[config.mk]
export PLATFORM = sky130hd
export DESIGN_NAME = vga_sync_gen
export DESIGN_NICKNAME = d
export VERILOG_FILES = /design/src/rtl/vga_sync_gen.sv
export SDC_FILE = /design/constraint.sdc
export NUM_CORES = 1
export LEC_CHECK = 0
export CAP_MARGIN = 15
export CORE_ASPECT_RATIO = 1.1
export CORE_MARGIN = 2
export CORE_UTILIZATION = 54
export CTS_CLUSTER_SIZE = 28
export DETAILED_ROUTE_END_ITERATION = 12
export HOLD_SLACK_MARGIN = 0.02
export MAX_ROUTING_LAYER = met4
export PLACE_DENSITY = 0.92
export SLEW_MARGIN = 30
export SYNTH_ARGS = -nofsm -noshare
export SYNTH_HDL_FRONTEND = slang
export SYNTH_SLANG_ARGS = --single-unit
[constraint.sdc]
create_clock -name clk -period 4.9 [get_ports clk]
set_clock_uncertainty 0.2 [all_clocks]
set_input_delay 0.98 -clock clk [delete_from_list [all_inputs] [get_ports clk]]
set_output_delay 0.98 -clock clk [all_outputs]
set_load 0.1 [all_outputs]
[src/rtl/vga_sync_gen.sv]
// ---------------------------------------------------------------------------
// vga_sync_gen
//
// Scan timing generator for a 640x480 @ 60 Hz VGA display. A divider derives
// the pixel-rate enable (p_tick) from the system clock. Horizontal and
// vertical scan counters advance once per p_tick. The generator produces
// active-low sync pulses and the visible-area flag for the pixel generator.
//
// Ports:
//   clk        in   system clock (100 MHz nominal)
//   reset      in   asynchronous reset, active low (0 = in reset)
//   hsync      out  horizontal sync, active low, registered
//   vsync      out  vertical sync, active low, registered
//   video_on   out  high while (x, y) lies inside the visible area
//   p_tick     out  one-clk pixel enable, once every CLK_DIV clocks
//   x          out  horizontal count, 0..H_TOTAL-1
//   y          out  vertical count, 0..V_TOTAL-1
//   frame_tick out  (only with VGA_FRAME_TICK_EN) one-clk pulse on the edge
//                   where the scan wraps from the last pixel back to (0,0)
//
// Build option:
//   VGA_FRAME_TICK_EN - when defined, adds the frame_tick output.
//
// The counters are 10 bits wide, so H_TOTAL and V_TOTAL must not exceed
// 1024. The valid range for CLK_DIV is 1..16.
//
// The pixel generator detects its per-frame refresh point as (y==481, x==0).
// That point is held for a whole pixel period. When CLK_DIV > 1, any logic
// keyed on it must also qualify with p_tick.
// ---------------------------------------------------------------------------
module vga_sync_gen #(
  parameter int CLK_DIV   = 4,
  parameter int H_DISPLAY = 640,
  parameter int H_FRONT   = 16,
  parameter int H_SYNC    = 96,
  parameter int H_BACK    = 48,
  parameter int V_DISPLAY = 480,
  parameter int V_FRONT   = 10,
  parameter int V_SYNC    = 2,
  parameter int V_BACK    = 33
) (
  input  logic       clk,
  input  logic       reset,
  output logic       hsync,
  output logic       vsync,
  output logic       video_on,
  output logic       p_tick,
  output logic [9:0] x,
  output logic [9:0] y
`ifdef VGA_FRAME_TICK_EN
  ,
  output logic       frame_tick
`endif
);

  localparam int H_TOTAL = H_DISPLAY + H_FRONT + H_SYNC + H_BACK;
  localparam int V_TOTAL = V_DISPLAY + V_FRONT + V_SYNC + V_BACK;

  localparam logic [3:0] DIV_LAST = 4'(CLK_DIV - 1);

  localparam logic [9:0] H_LAST     = 10'(H_TOTAL - 1);
  localparam logic [9:0] H_VISIBLE  = 10'(H_DISPLAY);
  localparam logic [9:0] HS_FIRST   = 10'(H_DISPLAY + H_FRONT);
  localparam logic [9:0] HS_FINAL   = 10'(H_DISPLAY + H_FRONT + H_SYNC - 1);

  localparam logic [9:0] V_LAST     = 10'(V_TOTAL - 1);
  localparam logic [9:0] V_VISIBLE  = 10'(V_DISPLAY);
  localparam logic [9:0] VS_FIRST   = 10'(V_DISPLAY + V_FRONT);
  localparam logic [9:0] VS_FINAL   = 10'(V_DISPLAY + V_FRONT + V_SYNC - 1);

  // Inclusive window test used for both sync pulses.
  function automatic logic in_window(input logic [9:0] cnt,
                                     input logic [9:0] first,
                                     input logic [9:0] last);
    return (cnt >= first) && (cnt <= last);
  endfunction

  logic [3:0] div_cnt;
  logic [9:0] h_cnt;
  logic [9:0] v_cnt;
  logic [9:0] h_nxt_p0;
  logic [9:0] v_nxt_p0;
  logic       h_last_p0;
  logic       v_last_p0;
  logic       hsync_p1;
  logic       vsync_p1;

  // ---- stage p0: divider, end-of-line/frame detect, next counter values ----
  always_ff @(posedge clk or negedge reset) begin
    if (!reset) begin
      div_cnt <= '0;
    end else if (div_cnt == DIV_LAST) begin
      div_cnt <= '0;
    end else begin
      div_cnt <= div_cnt + 4'd1;
    end
  end

  // With CLK_DIV == 1, DIV_LAST is 0, so div_cnt stays at 0 and p_tick is
  // held at 1.
  assign p_tick    = (div_cnt == DIV_LAST);
  assign h_last_p0 = (h_cnt == H_LAST);
  assign v_last_p0 = (v_cnt == V_LAST);

  always_comb begin
    h_nxt_p0 = h_cnt;
    v_nxt_p0 = v_cnt;
    if (p_tick) begin
      if (h_last_p0) begin
        h_nxt_p0 = '0;
        v_nxt_p0 = v_last_p0 ? '0 : (v_cnt + 10'd1);
      end else begin
        h_nxt_p0 = h_cnt + 10'd1;
      end
    end
  end

  // ---- stage p1: registered counters and syncs ----
  // The syncs are decoded from the next-count values. They therefore change
  // on the same edge as x/y, with no one-pixel lag.
  always_ff @(posedge clk or negedge reset) begin
    if (!reset) begin
      h_cnt    <= '0;
      v_cnt    <= '0;
      hsync_p1 <= 1'b1;
      vsync_p1 <= 1'b1;
    end else begin
      h_cnt    <= h_nxt_p0;
      v_cnt    <= v_nxt_p0;
      hsync_p1 <= ~in_window(h_nxt_p0, HS_FIRST, HS_FINAL);
      vsync_p1 <= ~in_window(v_nxt_p0, VS_FIRST, VS_FINAL);
    end
  end

`ifdef VGA_FRAME_TICK_EN
  logic frame_tick_p1;

  always_ff @(posedge clk or negedge reset) begin
    if (!reset) begin
      frame_tick_p1 <= 1'b0;
    end else begin
      frame_tick_p1 <= p_tick && h_last_p0 && v_last_p0;
    end
  end

  assign frame_tick = frame_tick_p1;
`endif

  assign x        = h_cnt;
  assign y        = v_cnt;
  assign hsync    = hsync_p1;
  assign vsync    = vsync_p1;
  assign video_on = (h_cnt < H_VISIBLE) && (v_cnt < V_VISIBLE);

endmodule

Word level (Yosys, flattened, before mapping)
Cells that the tools add are included.
- input port bits: 2
- word-level logic and storage cells: 28
- output and inout port bits: 24
- flip-flop bits (word level): 26
- equality and inequality tests: 3
- order comparisons: 6
- reductions and logical operators: 3
- muxes and demuxes: 6
- bitwise logic cells: 2
- add/sub/neg operators: 3
- operators by type and width (operator ; count):
    $mux 10 ; 5
    $add 10x1->10 const B ; 2
    $eq 10x10->1 const B ; 2
    $ge 10x10->1 const B ; 1
    $ge 10x9->1 const B ; 1
    $le 10x10->1 const B ; 1
    $le 10x9->1 const B ; 1
    $lt 10x10->1 const B ; 1
    $lt 10x9->1 const B ; 1
    $add 4x1->4 const B ; 1
    $eq 4x2->1 const B ; 1
    $mux 4 ; 1
    $logic_and 1x1->1 ; 3
    $not 1->1 ; 2

Depth between registers and ports, before layout
- word-level depth: 7
- depth in mapped cells: 8
- depth with buffers taken out: 7

Worst setup path after synthesis
Ideal clock, no wire load.
- kind: register -> output
- start: register h_cnt[7], in the netlist x[7]
- end: output video_on
- path slack: 0.463 ns
- cell stages (with the launch flop): 4
- data arrival time: 3.257 ns
- cell sequence: dfrtp_1 > clkbuf_1 > o21a_1 > nor3_1
- cells in the longest elaborated chain, start to end: 2
- ends and longest elaborated chain (what ; RTL line ; text):
    from (decl) ; 79 ; logic [9:0] h_cnt;
    from (signal assigned) ; 128 ; h_cnt <= h_nxt_p0;
    $lt 10x10->1 ; 153 ; assign video_on = (h_cnt < H_VISIBLE) && (v_cnt < V_VISIBLE);
    $logic_and 1x1->1 ; 153 ;
    to (decl) ; 46 ; output logic video_on,
No other way between the ends.

Worst setup path after layout
- start: register div_cnt[0]
- end: output p_tick
- cells in the longest elaborated chain, start to end: 1
- ends and longest elaborated chain (what ; RTL line ; text):
    from (decl) ; 78 ; logic [3:0] div_cnt;
    from (signal assigned) ; 95 ; div_cnt <= div_cnt + 4'd1;
    $eq 4x2->1 ; 101 ; assign p_tick = (div_cnt == DIV_LAST);
    to (decl) ; 47 ; output logic p_tick,
No other way between the ends.

==> flow_results.org <==
** Final layout
- Post-route cell area :: roughly 1700 µm²
- In the final design database the tool counted 185 nets.
- Relative to the synthesized area, the layout overhead comes to 21.10%.
- Filler-free cell count of the finished design :: 209
- Antenna cells :: 0
- Share of final-layout standard cells stronger than drive strength 1 :: under 10%

** Timing
- Worst Max-Slew Pin Slew :: 1007 ps
- Max Slew Vio Count :: 0
- Setup_tns :: 0 ps
- Setup repair after global routing missed its margin :: false
- Based on the critical path, the design can be clocked at up to 276.5 MHz.
- Final Setup Violations :: 0
- Fraction of the cycle the final worst path needs :: around 74%
- The final count of hold timing violations was 0.
- Headroom to the max-slew limit came out at 32.67%.
- Worst hold slack after final layout :: 295.1 ps
- The smallest clock period supported by the final layout is computed as 3616 ps.

** Pwr
- Net switching is between 20 and 25% of the power.
- Sequential cells burn 64.7% of the power.
- Share of total power in the clock network :: 34.0%
- In this run the power spent charging and discharging nets is 71.11 µW.
- VDD IR-drop max :: ~0.18 mV
- The internal power of the cells totals between 200 and 300 µW.
- Leakage power summed over all cells :: 0.7043 nW
- For this design the ratio of total power to cell area is 191.7 nW/µm².
- Combinational Power Share :: 1.3%

** Placement
- The count of buffers added on input and output ports is 25.
- Placer Congestion :: 0.8290
- Cell total after placement :: 205
- Placed Instance Area :: 1688 µm²
- HPWL Detailed :: 2343 µm

** CTS
- Clock tree from TritonCTS :: done
- Latest clock arrival within the worst-skew pair :: 340 ps
- TritonCTS buffer count :: 3
- In this run the number of H-tree levels came out at 1.
- Clock-pin slew was measured on the worst setup and hold paths at 150 ps.
- The number of setup buffers added after CTS is 0.
- Cts repair resizes :: 0
- Hold repair after CTS inserted 0 buffers.
- For this design, the sink count on the clock tree is 26.
- CTS Buffer Depth :: 2
- The root buffer cell chosen for the clock tree is clkbuf_4.

** Die
- Floorplan die height :: approximately 58 µm
- Die area :: 3074 µm²
- The initial utilization of the core area, before any placement, comes to 57.24%.
- Placement row count :: 19
- From left edge to right edge, the die measures 53.05 µm.
- The core region is ~2500 µm².
- Pin placement for this block handled 26 I/O pins.

** Drt
- The first detailed-routing pass ran for 4 iterations.
- Summing over every cut layer, the via total after detailed routing is 1258.
- DR vias/cell :: 6.019
- WL per Instance :: 15.26 µm
- Final routed DRC violation total :: 0
- In this run the remaining antenna-violating nets after routing total 0.
- Wirelength, routed :: 3189 µm
- For this block, the initial DRC count from the detailed router was 44.

** Worst setup path
- Of all nets on the critical path, the largest fanout is 8.
- The worst setup path is captured at an output port.
- Data on the critical path is required at its endpoint by 3720 ps.
- Startpoint Class :: register
- Arrival time of the worst setup path :: 2440 ps
- Setup Crit Path Kind :: register to output port

** Global route
- For this run, the total global-route usage over all layers was measured as 24.11%.
- The via count of the first global-routing pass is 1147.
- The first global-routing pass estimated 5340 µm of wire.
- Summed over all layers, the global routing overflow is 0.
- Pin count of the biggest net entering global routing :: 27
- The initial antenna violation count is 0.

** Synth
- The synthesized netlist contains 39 unique library cells.
- Synthesis produced a netlist whose cell count is 155.
- Post-Syn Nets :: 161
- Count leader, synth :: dfrtp_1
- Share of the yosys chip area belonging to registers :: 45.71%
- The most used flip-flop cell after synthesis is dfrtp_1.
- Top cells by area in the synthesized netlist :: dfrtp_1 (42%), nand2_1 (5.3%), o21ai_0 (5.3%), nand4_1 (4.4%), xnor2_1 (4.3%)
- The synthesized design contains 26 register bits.
- Counting instances in the post-synthesis netlist gives the leading cell types as dfrtp_1 (24), nand2_1 (20), o21ai_0 (15), nand4_1 (10), nor2_1 (10).
- Mean area per synthesized cell :: 9.219 µm²
- Fraction of synthesis flops using an asynchronous set or reset pin :: 100.0%
- The top cell type by area accounts for 42.03% of the synthesized area.
- Yosys top cell by area :: dfrtp_1
- The Yosys step of the flow raised 0 warnings.
- Counting flops with a built-in enable in the synthesized netlist gives 0.
- Netlist area before placement :: about 1400 µm²

** Run
- Max-cap violations in this run came to 0.

** Status
- Outcome :: finished clean

** Min path
- The worst hold path belongs to the class register to register.
==> critical path: stages (launching register included) <==
cell and delay [ps]:
dfrtp_1 410, ha_1 210, nand3b_1 150, clkinv_1 170, clkdlybuf4s50_1 1160
==> kinds of logic after synthesis <==
| kind of cell | after synthesis | synth area share, % |
|---|---|---|
| buf+inv | 12 | 3.327 |
| mux | 2 | 1.401 |
| simple gates | 75 | 29.51 |
| flops | 26 | 45.71 |
| fa+ha+maj | 4 | 3.503 |
| compound gates | 27 | 11.03 |
| xor+xnor | 9 | 5.517 |
==> cells in the final DEF, fill, tap and decap left out, types with 3 or more instances in the layout <==
cell type / Yosys / routed
nor2_1: 10 / 10
a21oi_1: 4 / 4
xnor2_1: 7 / 7
o21ai_0: 15 / 15
inv_1: 5 / 5
nand3_1: 7 / 7
clkdlybuf4s50_1: 0 / 24
dfrtp_1: 24 / 24
clkbuf_4: 0 / 3
nand2_1: 20 / 20
ha_1: 4 / 4
or3_1: 5 / 5
nor3_1: 5 / 5
nand4_1: 10 / 10
==> power groups by stage <==
stage               clock [mW]  combinational (mW)  sequential [mW]
floorplan                    0         0.000000263            0.219
finish                   0.113             0.00428            0.215
global route             0.125             0.00500            0.215
detailed placement           0             0.00467            0.219
global placement             0             0.00490            0.219
CTS                      0.114             0.00467            0.215
==> worst paths after layout <==
check	from	endpoint	slack, ps	cells past startpoint
hold / removal	div_cnt[0]	div_cnt[0]	300	1
setup / recovery	div_cnt[0]	p_tick	1280	4
max in group asynchronous	reset	hsync	3700	1
hold reg to reg	div_cnt[0]	div_cnt[0]	300	1
setup reg to reg	div_cnt[0]	hsync	2530	6
min in group asynchronous	reset	y[2]	420	1
==> metal layers <==
metal / vias up / part of all wire [%] / wire [µm] / track usage (%)
li1: 605 / - / - / -
met1: 598 / 45 / 1430 / 32.76
met2: 44 / 49 / 1549 / 36.96
met3: 11 / 3.9 / 125 / 3.866
met4: 0 / 2.6 / 83 / 8.059
met5: - / 0 / 0 / -
==> sequential cells by signal, indices dropped and copies added (netlist names) <==
| name | count |
|---|---|
| vsync | 1 |
| y | 10 |
| x | 10 |
| hsync | 1 |
| div_cnt | 4 |
==> area by class of cell <==
cell class | instances | area (µm²)
Multi-Input combinational cell | 117 | 734.5
Clock buffer | 4 | 36.28
Inverter | 6 | 22.52
Fill cell | 205 | 765.7
Tap cell | 31 | 38.79
Timing Repair Buffer | 25 | 245.2
Sequential cell | 26 | 653.1
==> metrics by stage <==
| stage | total power [mW] | util (%) | worst slack, ps |
|---|---|---|---|
| 2_1_floorplan | 0.2187 | - | 463.0 |
| 3_3_place_gp | 0.2236 | 67.82 | 1727 |
| 3_5_place_dp | 0.2233 | 67.62 | 1667 |
| 4_1_cts | 0.3332 | 69.07 | 1266 |
| 5_1_grt | 0.3445 | 69.32 | 1172 |
| 6_report | 0.3317 | 69.32 | 1284 |
Note: power is estimated with default switching activity, not from simulation.
